$ cat config.mk
export PLATFORM = sky130hd
export DESIGN_NAME = mdio_controller
export DESIGN_NICKNAME = d
export VERILOG_FILES = /design/src/rtl/mdio_pkg.sv /design/src/rtl/mdc_gen.sv /design/src/rtl/mdio_controller.sv
export SDC_FILE = /design/constraint.sdc
export NUM_CORES = 1
export LEC_CHECK = 0
export BUFFER_PORTS_ARGS = -buffer_cell sky130_fd_sc_hd__buf_4
export CAP_MARGIN = 20
export CORE_MARGIN = 3
export CORE_UTILIZATION = 56
export CTS_CLUSTER_DIAMETER = 150
export DETAILED_ROUTE_END_ITERATION = 16
export GPL_ROUTABILITY_DRIVEN = 0
export PLACE_DENSITY = 0.79
export SLEW_MARGIN = 30
export SYNTH_ARGS = -nofsm -noshare
export SYNTH_HDL_FRONTEND = slang
export SYNTH_HIERARCHICAL = 1
export SYNTH_SLANG_ARGS = --single-unit
export TNS_END_PERCENT = 10
$ cat constraint.sdc
create_clock -name CLK -period 2.99 [get_ports CLK]
set_clock_uncertainty 0.15 [all_clocks]
set_input_delay 0.7475 -clock CLK [delete_from_list [all_inputs] [get_ports CLK]]
set_output_delay 0.7475 -clock CLK [all_outputs]
set_load 0.05 [all_outputs]
$ cat src/rtl/mdio_pkg.sv
// MDIO management-station shared definitions.
// Frame field codes, frame geometry and FSM encoding.
package mdio_pkg;

  localparam logic [1:0] ST       = 2'b01;
  localparam logic [1:0] OP_WRITE = 2'b01;
  localparam logic [1:0] OP_READ  = 2'b10;
  localparam logic [1:0] TA       = 2'b10;

  localparam int FRAME_BITS = 32;
  localparam int DATA_BITS  = 16;

  localparam logic [5:0] CNT_TURN = 6'(FRAME_BITS - DATA_BITS);
  localparam logic [5:0] CNT_LAST = 6'(FRAME_BITS);

  typedef enum logic [3:0] {
    S_IDLE = 4'b0001,
    S_SEND = 4'b0010,
    S_RECV = 4'b0100,
    S_DONE = 4'b1000
  } state_e;

  function automatic logic is_read(input logic [31:0] f);
    return f[29:28] == OP_READ;
  endfunction

endpackage

$ cat src/rtl/mdc_gen.sv
// MDC divider: toggles every HALF_PERIOD clocks while enabled,
// with combinational strobes on the clock edge that moves MDC.
module mdc_gen #(
  parameter int HALF_PERIOD = 1
) (
  input  logic clk,
  input  logic rst_n,
  input  logic en,
  output logic mdc,
  output logic rise,
  output logic fall
);

  localparam int CW = (HALF_PERIOD > 1) ? $clog2(HALF_PERIOD) : 1;
  localparam logic [CW-1:0] LAST = CW'(HALF_PERIOD - 1);

  logic [CW-1:0] cnt_q, cnt_d;
  logic          mdc_q, mdc_d;
  logic          last;

  always_comb begin
    last  = (cnt_q == LAST);
    cnt_d = cnt_q;
    mdc_d = mdc_q;
    if (!en) begin
      cnt_d = '0;
      mdc_d = 1'b0;
    end else if (last) begin
      cnt_d = '0;
      mdc_d = ~mdc_q;
    end else begin
      cnt_d = cnt_q + 1'b1;
    end
  end

  always_ff @(posedge clk or negedge rst_n) begin
    if (!rst_n) begin
      cnt_q <= '0;
      mdc_q <= 1'b0;
    end else begin
      cnt_q <= cnt_d;
      mdc_q <= mdc_d;
    end
  end

  assign mdc  = mdc_q;
  assign rise = en & last & ~mdc_q;
  assign fall = en & last & mdc_q;

endmodule

$ cat src/rtl/mdio_controller.sv
// MDIO initiator: serializes a 32-bit frame on MDIO_OUT and,
// for reads, turns the line around and captures 16 PHY bits.
module mdio_controller
  import mdio_pkg::*;
#(
  parameter int HALF_PERIOD = 1
) (
  input  logic        CLK,
  input  logic        RESET,
  input  logic        MDIO_START,
  input  logic [31:0] T_DATA,
  input  logic        MDIO_IN,
  output logic        MDC,
  output logic        MDIO_OUT,
  output logic        MDIO_OE,
  output logic [15:0] RD_DATA,
  output logic        DATA_RDY,
  output logic        TRANS_DONE,
  output logic        BUSY
);

  state_e      state_q, state_d;
  logic [31:0] tx_sr_q, tx_sr_d;
  logic [15:0] rx_sr_q, rx_sr_d;
  logic [15:0] rd_data_q, rd_data_d;
  logic [5:0]  cnt_q, cnt_d;
  logic        rd_q, rd_d;
  logic        en, fall, unused_rise;

  assign en = (state_q == S_SEND) || (state_q == S_RECV);

  mdc_gen #(.HALF_PERIOD(HALF_PERIOD)) u_mdc (
    .clk   (CLK),
    .rst_n (RESET),
    .en    (en),
    .mdc   (MDC),
    .rise  (unused_rise),
    .fall  (fall)
  );

  always_comb begin
    state_d   = state_q;
    tx_sr_d   = tx_sr_q;
    rx_sr_d   = rx_sr_q;
    rd_data_d = rd_data_q;
    cnt_d     = cnt_q;
    rd_d      = rd_q;
    case (state_q)
      S_IDLE: begin
        if (MDIO_START) begin
          state_d = S_SEND;
          tx_sr_d = T_DATA;
          rx_sr_d = '0;
          cnt_d   = '0;
          rd_d    = is_read(T_DATA);
        end
      end
      S_SEND: begin
        if (fall) begin
          tx_sr_d = {tx_sr_q[30:0], 1'b0};
          cnt_d   = cnt_q + 6'd1;
          if (rd_q && cnt_d == CNT_TURN)
            state_d = S_RECV;
          else if (cnt_d == CNT_LAST)
            state_d = S_DONE;
        end
      end
      S_RECV: begin
        if (fall) begin
          rx_sr_d = {rx_sr_q[14:0], MDIO_IN};
          cnt_d   = cnt_q + 6'd1;
          if (cnt_d == CNT_LAST) begin
            state_d   = S_DONE;
            rd_data_d = rx_sr_d;
          end
        end
      end
      S_DONE:  state_d = S_IDLE;
      default: state_d = S_IDLE;
    endcase
  end

  always_ff @(posedge CLK or negedge RESET) begin
    if (!RESET) begin
      state_q   <= S_IDLE;
      tx_sr_q   <= '0;
      rx_sr_q   <= '0;
      rd_data_q <= '0;
      cnt_q     <= '0;
      rd_q      <= 1'b0;
    end else begin
      state_q   <= state_d;
      tx_sr_q   <= tx_sr_d;
      rx_sr_q   <= rx_sr_d;
      rd_data_q <= rd_data_d;
      cnt_q     <= cnt_d;
      rd_q      <= rd_d;
    end
  end

  assign MDIO_OE    = (state_q == S_SEND);
  assign MDIO_OUT   = MDIO_OE & tx_sr_q[31];
  assign BUSY       = (state_q != S_IDLE);
  assign TRANS_DONE = (state_q == S_DONE);
  assign DATA_RDY   = TRANS_DONE & rd_q;
  assign RD_DATA    = rd_data_q;

endmodule
# [Word level (Yosys, flattened, before mapping)]
# Index checks and enable logic that the tools add are counted.
[classes] n_eq_ne=13 n_addsub=2 n_mux=19 bitwise_logic=6 n_reduce_logical=12
[op_table] op="two-way mux 32 bit" n=2
[op_table] op="case mux 32 bit (2 select lines)" n=1
[op_table] op="two-way mux 15 bit" n=2
[op_table] op="case mux 15 bit (2 select lines)" n=1
[op_table] op="two-way mux 4 bit" n=5
[op_table] op="AND reduction 3 bit" n=5
[op_table] op="two-way mux 6 bit" n=2
[op_table] op="case mux 4 bit (3 select lines)" n=1
[op_table] op="case mux 6 bit (2 select lines)" n=1
[op_table] op="adder 6 x 1 -> 6 bit, second input constant" n=1
[op_table] op="== test 6 x 5 -> 1 bit, second input constant" n=1
[op_table] op="== test 6 bit, second input constant" n=1
[op_table] op="!= test 2 bit, second input constant" n=3
[op_table] op="nonzero test 2 bit" n=3
[op_table] op="bitwise AND 1 bit" n=4
[op_table] op="== test 4 x 1 -> 1 bit, second input constant" n=1
[op_table] op="== test 4 x 2 -> 1 bit, second input constant" n=1
[op_table] op="== test 4 x 3 -> 1 bit, second input constant" n=1
[op_table] op="== test 4 bit, second input constant" n=1
[op_table] op="two-way mux 1 bit" n=4
[op_table] op="!= test 2 x 1 -> 1 bit, second input constant" n=2
[op_table] op="!= test 4 x 1 -> 1 bit, second input constant" n=1
[op_table] op="== test 2 bit, second input constant" n=1
[op_table] op="inverter 1 bit" n=2
[op_table] op="other kinds (5)" n=5
[totals] out_inout_bits=22 ff_bits=76 elab_cells=60 input_bits=36

# [Longest topological paths before layout]
[logic_depth] word_depth=6 mapped_depth=8 ltp_nobuf=7

# [By module]
# The synthesis kept the hierarchy.
[by_module_without_submodules] module="mdio_controller" cells_each=286 area_per_inst_um2=3400.8 seq_area_each_um2=1853.0 n_inst=1
[by_module_without_submodules] module="mdc_gen" cells_each=3 area_per_inst_um2=41.3 seq_area_each_um2=25.0 n_inst=1

# [Worst setup path after synthesis]
# No wires, ideal clock.
[synth_timing] path_type="register to output" from="register state_q[0]" to="output DATA_RDY" required_ps=2092 stages_incl_launch_ff=4 path_slack_ps=-549 n_path_buf=1 t_arrival_ps=2642 path_cell_list="dfstp_2 > buf_6 > nor4_1 > and2_1"
[synth_via] elab_chain_len=2
[synth_lines] element="from (decl)" line="mdio_controller.sv:22" source="state_e state_q, state_d;"
[synth_lines] element="from (signal assigned)" line="mdio_controller.sv:92" source="state_q <= state_d;"
[synth_lines] element="== test 4 bit" line="mdio_controller.sv:104" source="assign TRANS_DONE = (state_q == S_DONE);"
[synth_lines] element="named net TRANS_DONE" line="mdio_controller.sv:18" source="output logic TRANS_DONE,"
[synth_lines] element="bitwise AND 1 bit" line="mdio_controller.sv:105" source="assign DATA_RDY = TRANS_DONE & rd_q;"
[synth_lines] element="to (decl)" line="mdio_controller.sv:17" source="output logic DATA_RDY,"
# The timed path passes the listed nets, and every way through them passes these cells.

# [Worst setup path after layout]
[layout_timing] from="register state_q[2]" to="output MDIO_OUT"
[layout_via] elab_chain_len=2
[layout_lines] element="== test 4 x 2 -> 1 bit" line="mdio_controller.sv:101" source="assign MDIO_OE = (state_q == S_SEND);"
[layout_lines] element="bitwise AND 1 bit" line="mdio_controller.sv:102" source="assign MDIO_OUT = MDIO_OE & tx_sr_q[31];"
[layout_lines] element="to (decl)" line="mdio_controller.sv:14" source="output logic MDIO_OUT,"
# Every way passes these cells.

==> impl_metrics.yaml <==
run_status:
  status: "complete, no violations"
cells_and_area:
  nets: 381
  multi_input_area_um2: 1473
  area_delta_synth_final_pct: 20.72
  most-common-layout-cells: "dfrtp_1 (74), buf_4 (60), nand2_1 (40)"
  final_cells: 421
  drive_gt1_share_pct: 31.81
  fill_cells: 415
  antenna_cells: 0
  register_area_um2: 1878
  layout_commonest_cell: "dfrtp_1"
critical_path:
  critPathRequiredTime_ps: 2090
  r2r_cells: 7
  r2r-start: "state_q[1]"
  end_kind: "primary output"
  arrival_ps: 1960
  critical_path_class: "reg -> out"
  worstPathMaxFanout: 13
  cp-start-kind: "flip-flop"
  r2r_end: "RD_DATA[6]"
  r2r_setup_slack_ps: 330
drt:
  vias: 2373
  drt_iter0_markers: 125
  drc: 0
  ant_nets: 0
  vias_per_cell: 5.637
  drtPass1Iterations: 4
  wire_per_inst_um: 15.89
  wl_mm: 6.690
clocking:
  clockBufferDepth: 2
  path_clk_slew_ps: 80
  root_buffer: "clkbuf_8"
  cts_setup_buffers: 0
  cts_num_sinks: 75
  cts_hold_buffers: 0
  h-tree-depth: 3
  ctsResizeCount: 0
  clk_latency_ps: 350
  cts_made_buffers: 9
  cts_tree: "built"
power:
  power.density_nw_per_um2: 738.9
  finalPower_mw: 3.070
  p_leak_nw: 2.007
  irDropWorstVdd_v: 0.0004476
logic_synthesis:
  synth-seq-cells: 75
  synthCells: 289
  yosysWarnings: 6
  seq_area_frac_synth_pct: 54.56
  synth_area_um2: 3442
  syn_nets: 326
  syn_avg_cell_area_um2: 11.91
  yosysTopAreaCell: "dfrtp_1"
  synth.top_cell.area_share_pct: 53.80
  synth.distinct_cells: 49
  synth.top_cells.by_area: "dfrtp_1 (54%), mux2i_1 (9.6%), o21ai_0 (5.2%)"
  synthArstFlopShare_pct: 100.0
  synth-edff-count: 0
  ys_dominant_reg_cell: "dfrtp_1"
timing:
  fin_crit_ps: 2859
  slew_headroom_pct: 54.58
  final.setup.tns_ps: 0
  tightestPinTransition_ps: 681.0
  max_freq_ghz: 0.3497
  hold_violations: 0
  rsz0062_at_grt: "no"
  finalCritPeriodShare_pct: 95.63
  setup_viol: 0
  report.final.slew_viol_count: 0
placement:
  hpwl_mm: 4.504
  port_buffers: 57
  dp_cells: 405
floorplanning:
  core_area_um2: 5709
  placementRows: 27
  initial_core_util_pct: 60.29
  dieArea_um2: 7123
  ios: 58
  die_h_um: 84.40
  fp.dieW_um: 84.40
grt:
  grt_pass1_vias: 2330
  grt_pass1_wl_mm: 11.22
  globalRouteOverflowTotal: 0
  grtUsageTotal_pct: 19.77
  antenna_found_initial: 0
  grt_max_degree: 76
job:
  cap_violations: 0
worst_hold_path:
  hp-class: "in -> async"
-- per-layer routing --
layer	up-vias	global-route usage (%)	wire length, um
met2	54	31.28	3151
met1	1156	26.60	3090
met4	0	9.065	146
met5	-	0	0
li1	1150	-	-
met3	13	3.729	301
-- worst max-delay path: stages (launching register included) --
cell      delay, ps
dfrtp_1         470
or4b_4          570
clkinv_2        220
and2_1          160
buf_4           190
-- cell usage after synthesis (2+ instances only) --
cell / instances
nand3_1: 4
or4b_4: 2
mux2i_1: 33
buf_6: 2
o21ai_0: 36
and3_1: 2
mux2_2: 7
buf_2: 6
clkbuf_1: 8
nand2b_1: 3
and4bb_2: 2
nand2_1: 40
inv_1: 5
dfrtp_1: 74
and2_1: 2
mux2_4: 10
a22o_1: 17
a21oi_1: 5
-- cell type report --
class | count | area share [%]
clock inverter | 7 | 2.529
inverter | 6 | 0.5721
clock buffer | 9 | 2.981
multi-input combinational | 191 | 35.44
sequential | 75 | 45.20
tap | 72 | 2.168
timing repair buffer | 61 | 11.11
-- worst max-delay path by stage --
stage                        to       start  cells past startpoint
detailed placement   RD_DATA[6]  state_q[1]                      7
global route           MDIO_OUT  state_q[2]                      4
floorplan              MDIO_OUT  state_q[0]                      5
finish                 MDIO_OUT  state_q[2]                      4
CTS                    MDIO_OUT  state_q[2]                      4
global placement    RD_DATA[11]  state_q[1]                      7
-- kinds of logic (layout without fill, tap and decap cells) --
group | count (synthesis) | after routing | share of synthesized area (%)
buf+inv | 23 | 83 | 3.162
simple gates | 68 | 68 | 11.09
flops | 75 | 75 | 54.56
mux | 50 | 50 | 16.25
xor+xnor | 1 | 1 | 0.2545
fa+ha+maj | 1 | 1 | 0.3634
compound gates | 71 | 71 | 14.32
-- report_power, final --
group	internal, mW	leakage, nW	switching [mW]
registers	1.25	0.991	0.138
clock network	0.484	0.113	0.412
logic	0.315	0.903	0.475
total	2.05	2.01	1.02
-- flip-flops by register name, summed over array words and instances (netlist names) --
register,count
RD_DATA,16
cnt_q,6
rd_q,1
rx_sr_q,15
state_q,4
tx_sr_q,32
u_mdc/mdc,1
-- per-stage QoR --
stage,utilization [%],hold slack [ps],cell area (um2),worst slack (ps)
finish,72.78,244.4,4155,130.6
global route,72.78,295.3,4155,55.34
CTS,72.58,337.9,4144,59.86
detailed placement,68.57,320.1,3915,349.7
global placement,68.57,307.8,3915,456.3
floorplan,-,291.8,3448,44.70
Power figures use the tool's default switching activity.
